[config.mk]
export PLATFORM = sky130hd
export DESIGN_NAME = smp_ctrl
export DESIGN_NICKNAME = d
export VERILOG_FILES = /design/src/rtl/smp_ctrl.sv
export SDC_FILE = /design/constraint.sdc
export NUM_CORES = 1
export LEC_CHECK = 0
export BUFFER_PORTS_ARGS = -buffer_cell sky130_fd_sc_hd__buf_2
export CAP_MARGIN = 0
export CORE_ASPECT_RATIO = 1.25
export CORE_MARGIN = 2
export CORE_UTILIZATION = 50
export CTS_CLUSTER_DIAMETER = 30
export CTS_CLUSTER_SIZE = 16
export DETAILED_ROUTE_END_ITERATION = 8
export GPL_ROUTABILITY_DRIVEN = 0
export PLACE_DENSITY_LB_ADDON = 0.12
export SLEW_MARGIN = 5
export SYNTH_ARGS = -nofsm -noshare
export SYNTH_HDL_FRONTEND = slang
export SYNTH_SLANG_ARGS = --single-unit
[constraint.sdc]
create_clock -name clk -period 1.85 [get_ports clk]
set_input_delay 0.185 -clock clk [delete_from_list [all_inputs] [get_ports clk]]
set_output_delay 0.185 -clock clk [all_outputs]
set_load 0.05 [all_outputs]
[src/rtl/smp_ctrl.sv]
// rtl/smp_ctrl.sv - multi-core run/halt/step controller with counted stepping and breakpoint cross-trigger
module smp_ctrl #(
  parameter int NUM_CORES = 4,
  parameter int BSP_INDEX = 0,
  parameter int STEP_W    = 8,
  localparam int AW       = $clog2(NUM_CORES + 1)
) (
  input  logic                 clk,
  input  logic                 rst,
  input  logic [AW-1:0]        address,
  input  logic                 write,
  input  logic [31:0]          writedata,
  input  logic                 read,
  output logic [31:0]          readdata,
  input  logic [NUM_CORES-1:0] cpu_alive,
  input  logic [NUM_CORES-1:0] cpu_halted,
  input  logic [NUM_CORES-1:0] breakpoint,
  input  logic [NUM_CORES-1:0] cpu_retire,
  output logic [NUM_CORES-1:0] halt,
  output logic [NUM_CORES-1:0] step
);

  localparam logic [1:0] ST_HALTED = 2'd0;
  localparam logic [1:0] ST_RUN    = 2'd1;
  localparam logic [1:0] ST_STEP   = 2'd2;

  logic [1:0]           state_q [NUM_CORES];
  logic [1:0]           state_d [NUM_CORES];
  logic [STEP_W-1:0]    count_q [NUM_CORES];
  logic [STEP_W-1:0]    count_d [NUM_CORES];
  logic [NUM_CORES-1:0] sticky_q, sticky_d;
  logic [NUM_CORES-1:0] xtrig_en_q, xtrig_en_d;
  logic [NUM_CORES-1:0] halted_q;
  logic [NUM_CORES-1:0] halt_q, halt_d;
  logic [NUM_CORES-1:0] step_q, step_d;
  logic                 xtrig_pending_q, xtrig_pending_d;
  logic [31:0]          readdata_q, readdata_d;

  logic                 g_wr, g_halt, g_run, g_cmd;
  logic [STEP_W-1:0]    step_n;
  logic [NUM_CORES-1:0] core_wr, core_cmd, active;
  logic                 unused_wd;

  assign unused_wd = ^writedata;

  always_comb begin
    g_wr   = write && (address == AW'(NUM_CORES));
    g_halt = g_wr && writedata[1];
    g_run  = g_wr && writedata[0] && !writedata[1];
    g_cmd  = g_halt || g_run;
    step_n = (writedata[16 +: STEP_W] == '0) ? STEP_W'(1) : writedata[16 +: STEP_W];
    xtrig_pending_d = 1'b0;
    for (int i = 0; i < NUM_CORES; i++) begin
      core_wr[i]    = write && (address == AW'(i));
      core_cmd[i]   = core_wr[i] && (writedata[0] || writedata[1] || writedata[2]);
      active[i]     = (state_q[i] == ST_RUN) || (state_q[i] == ST_STEP);
      state_d[i]    = state_q[i];
      count_d[i]    = count_q[i];
      sticky_d[i]   = sticky_q[i];
      xtrig_en_d[i] = xtrig_en_q[i];

      if (breakpoint[i] && active[i] && xtrig_en_q[i] && !g_cmd) xtrig_pending_d = 1'b1;

      // Global command > core command > breakpoint/cross-halt > retire
      if (g_halt) begin
        state_d[i] = ST_HALTED;
      end else if (g_run) begin
        state_d[i] = ST_RUN;
      end else if (core_cmd[i]) begin
        if (writedata[1]) begin
          state_d[i] = ST_HALTED;
        end else if (writedata[2]) begin
          state_d[i] = ST_STEP;
          count_d[i] = step_n;
        end else begin
          state_d[i] = ST_RUN;
        end
      end else if (active[i] && (breakpoint[i] || xtrig_pending_q)) begin
        state_d[i] = ST_HALTED;
      end else if ((state_q[i] == ST_STEP) && cpu_retire[i]) begin
        if (count_q[i] <= STEP_W'(1)) begin
          state_d[i] = ST_HALTED;
          count_d[i] = '0;
        end else begin
          count_d[i] = count_q[i] - STEP_W'(1);
        end
      end

      if (g_run) begin
        sticky_d[i] = 1'b0;
      end else begin
        if ((core_cmd[i] && !writedata[1]) || (core_wr[i] && writedata[5])) sticky_d[i] = 1'b0;
        if (breakpoint[i]) sticky_d[i] = 1'b1;
      end

      if (core_wr[i] && writedata[7]) xtrig_en_d[i] = writedata[6];

      halt_d[i] = (state_d[i] == ST_HALTED);
      step_d[i] = (state_d[i] == ST_STEP);
    end
  end

  always_comb begin
    readdata_d = readdata_q;
    if (read) begin
      readdata_d = '0;
      if (address == AW'(NUM_CORES)) begin
        for (int i = 0; i < NUM_CORES; i++) begin
          readdata_d[i]      = halt_q[i];
          readdata_d[16 + i] = sticky_q[i];
        end
      end else begin
        for (int i = 0; i < NUM_CORES; i++) begin
          if (address == AW'(i)) begin
            readdata_d[0]             = cpu_alive[i];
            readdata_d[1]             = halted_q[i];
            readdata_d[2]             = sticky_q[i];
            readdata_d[3]             = halt_q[i];
            readdata_d[4]             = step_q[i];
            readdata_d[6]             = xtrig_en_q[i];
            readdata_d[16 +: STEP_W]  = count_q[i];
          end
        end
      end
    end
  end

  always_ff @(posedge clk) begin
    if (rst) begin
      for (int i = 0; i < NUM_CORES; i++) begin
        state_q[i] <= (i == BSP_INDEX) ? ST_RUN : ST_HALTED;
        count_q[i] <= '0;
        halt_q[i]  <= (i != BSP_INDEX);
        step_q[i]  <= 1'b0;
      end
      sticky_q        <= '0;
      xtrig_en_q      <= '0;
      halted_q        <= '0;
      xtrig_pending_q <= 1'b0;
      readdata_q      <= '0;
    end else begin
      for (int i = 0; i < NUM_CORES; i++) begin
        state_q[i] <= state_d[i];
        count_q[i] <= count_d[i];
      end
      halt_q          <= halt_d;
      step_q          <= step_d;
      sticky_q        <= sticky_d;
      xtrig_en_q      <= xtrig_en_d;
      halted_q        <= cpu_halted;
      xtrig_pending_q <= xtrig_pending_d;
      readdata_q      <= readdata_d;
    end
  end

  assign halt     = halt_q;
  assign step     = step_q;
  assign readdata = readdata_q;

endmodule

==> flow_metrics.py <==
metrics = {
    "synth": {
        "syn_inst": 567,
        "synth_edf_count": 0,
        "syn_avg_cell_area_um2": 8.27,
        "yosys_warnings": 0,
        "async_reset_ff_share_pct": 0,
        "synth.distinct_cells": 62,
        "synthDominantCellAreaShare_pct": 32.0,
        "yosysMostFrequentCell": "dfxtp_1",
        "synth_ff_type": "dfxtp_1",
        "syn_area_um2": 4690,
        "synth_common_cells": "dfxtp_1 (75), nor2_1 (60), nand2_1 (40), a21oi_1 (38), nor3_1 (37)",
        "yosys.area.top_type": "dfxtp_1",
        "yosys_register_bits": 75,
        "yosysSeqAreaShare_pct": 32.0,
        "synth_area_leaders": "dfxtp_1 (32%), nor2_1 (4.8%), a21oi_1 (4.1%)",
    },
    "setup_path": {
        "reg2reg_depth": 8,
        "cp_max_fo": 7,
        "crit_type": "flip-flop to flip-flop",
        "end_kind": "flip-flop",
        "cp-start-kind": "flip-flop",
        "crit_arrival_ns": 1.98,
        "crit_required_ns": 2.05,
    },
    "clock_network": {
        "cts_tree": "yes",
        "cts_made_buffers": 9,
        "path_clk_slew_ns": 0.06,
        "numClockSinks": 75,
        "cts_buffer_depth": 2,
        "cts_root_buf": "clkbuf_16",
        "htreeDepth": 3,
        "clk_latency_ns": 0.34,
    },
    "power_and_ir_drop": {
        "power_w": 0.00432,
        "p_leak_nw": 2.32,
        "p_per_area_nw_per_um2": 749,
        "peakVddDrop_mv": 0.440,
    },
    "cells_and_area": {
        "fin_nets": 724,
        "diodes": 0,
        "drive_above_1_share_pct": 28.5,
        "fin_cells": 785,
        "area_growth_pct": 23.1,
        "nFillCells": 825,
    },
    "sta": {
        "finalHoldViolCount": 0,
        "slew_violations": 0,
        "setup_viol": 0,
        "min_period_over_period_pct": 96.1,
        "fin_crit_ns": 1.78,
        "max_clock_freq_mhz": 562,
        "relSlewSlack_pct": 56.7,
        "worstMarginPinSlew_ns": 0.649,
        "rsz0062_at_grt": "true",
        "skew_ns": 0.00474,
    },
    "grt": {
        "grt_max_degree": 54,
        "track_usage_pct": 28.0,
        "grt_antenna_before_repair": 1,
        "grt_pass1_vias": 4361,
        "grt_pass1_wl_mm": 22.3,
        "grt_remaining_overflow": 0,
    },
    "floorplanning": {
        "start_util_pct": 51.4,
        "die_area_um2": 10200,
        "die_h_um": 112,
        "core_area_um2": 9130,
        "rows": 39,
        "dieWidth_um": 90.6,
        "io_pins": 95,
    },
    "run_status": {
        "status": "completed",
    },
    "detailed_routing": {
        "drc": 0,
        "vias_per_cell": 6.05,
        "wl_per_cell_um": 18.3,
        "drtIter0Drc": 392,
        "first_pass_iters": 5,
        "wl_mm": 14.4,
        "antenna_left": 0,
        "vias": 4750,
    },
    "job": {
        "cap_violations": 0,
    },
    "placement": {
        "placedCellCount": 764,
        "numPortBuffers": 58,
        "hpwlAfterDp_mm": 10.4,
    },
    "min_path": {
        "holdPathStages": 2,
        "hp-class": "input port to flip-flop",
    },
}
[area by class of cell]
| type | count | area (um^2) | area share (%) |
|---|---|---|---|
| flip-flops and latches | 75 | 1510 | 26.2 |
| well taps | 123 | 154 | 2.67 |
| clock inverters | 4 | 72.6 | 1.26 |
| multi-input cells | 438 | 2980 | 51.6 |
| clock buffers | 12 | 256 | 4.44 |
| repair buffers | 114 | 731 | 12.7 |
| inverters | 19 | 71.3 | 1.24 |
[worst max-delay path: stages (launching register included)]
cell      delay (ns)
dfxtp_2         0.33
inv_2           0.05
ha_4            0.26
o21ba_2         0.18
a211oi_4        0.27
o21ai_4         0.14
buf_4           0.17
a211oi_2        0.18
a211oi_1        0.07
[cells in the final DEF (no fill, tap or decap), drive strengths merged, types with 10 or more instances in the layout]
cell,netlist,layout
buf,34,114
conb,1,18
a21oi,39,39
mux2i,14,14
nand2,40,40
nor2b,13,13
ha,12,12
a211oi,30,30
clkbuf,18,12
nand2b,10,10
inv,19,19
nor3,41,41
dfxtp,75,75
nor2,62,62
nand3,11,11
o21ai,36,36
[logic make-up after synthesis]
group,synth area share [%]
and+or+nand+nor,24.9
AOI/OAI and AO/OA,23.7
DFF,32.0
buffers and inverters,8.22
muxes,6.35
adders and majority gates,3.20
xor gates and xnor gates,1.49
other,0.0800
[timing repair]
| action | 4_1_cts | 5_1_grt |
|---|---|---|
| hold buffers | 0 | 0 |
| pin swaps | 0 | 4 |
| setup buffers | 0 | 5 |
| gates resized for setup | 2 | 30 |
| endpoints found under the setup margin | 7 | 26 |
[sequential cells by signal (all words and copies together), names as in the netlist]
signal,flops
sticky_q,4
halt,4
count_q,32
xtrig_en_q,4
readdata,14
step,4
halted_q,4
state_q,8
xtrig_pending_q,1
[metrics by stage]
step	hold slack (ns)	TNS, ns	util (%)	worst slack, ns	cell area (um^2)
CTS	0.0585	0	61.6	0.0192	5620
global placement	0.404	0	57.8	0.0199	5280
finish	0.0573	0	63.3	0.0720	5770
detailed placement	0.407	-0.0658	57.8	-0.0313	5280
floorplan	0.266	0	-	0.134	4750
global route	0.0666	-0.157	63.3	-0.0588	5770
[path summary, 6_finish.rpt]
path	from	to	slack, ns
setup / recovery	state_q[1][0]$_SDFF_PP0_	count_q[1][1]$_SDFFE_PP0P_	0.07
setup reg to reg	state_q[1][0]$_SDFF_PP0_	count_q[1][1]$_SDFFE_PP0P_	0.07
hold reg to reg	readdata[0]$_SDFFE_PP0P_	readdata[0]$_SDFFE_PP0P_	0.48
hold / removal	cpu_halted[2]	halted_q[2]$_SDFF_PP0_	0.06
[power by group]
group	switching, W	internal, W	leakage (nW)
combinational	0.000459	0.000234	1.55
clock	0.000687	0.00125	0.159
sequential	0.0000318	0.00166	0.613
total	0.00118	0.00314	2.32
[per-layer routing]
metal	up-vias	wire, um	GRT usage, %
met5	-	11	0
met4	2	640	15.8
met3	64	915	4.63
met2	214	7000	46.2
met1	2238	5800	34.6
li1	2232	-	-
(Power assumes the default switching activity.)
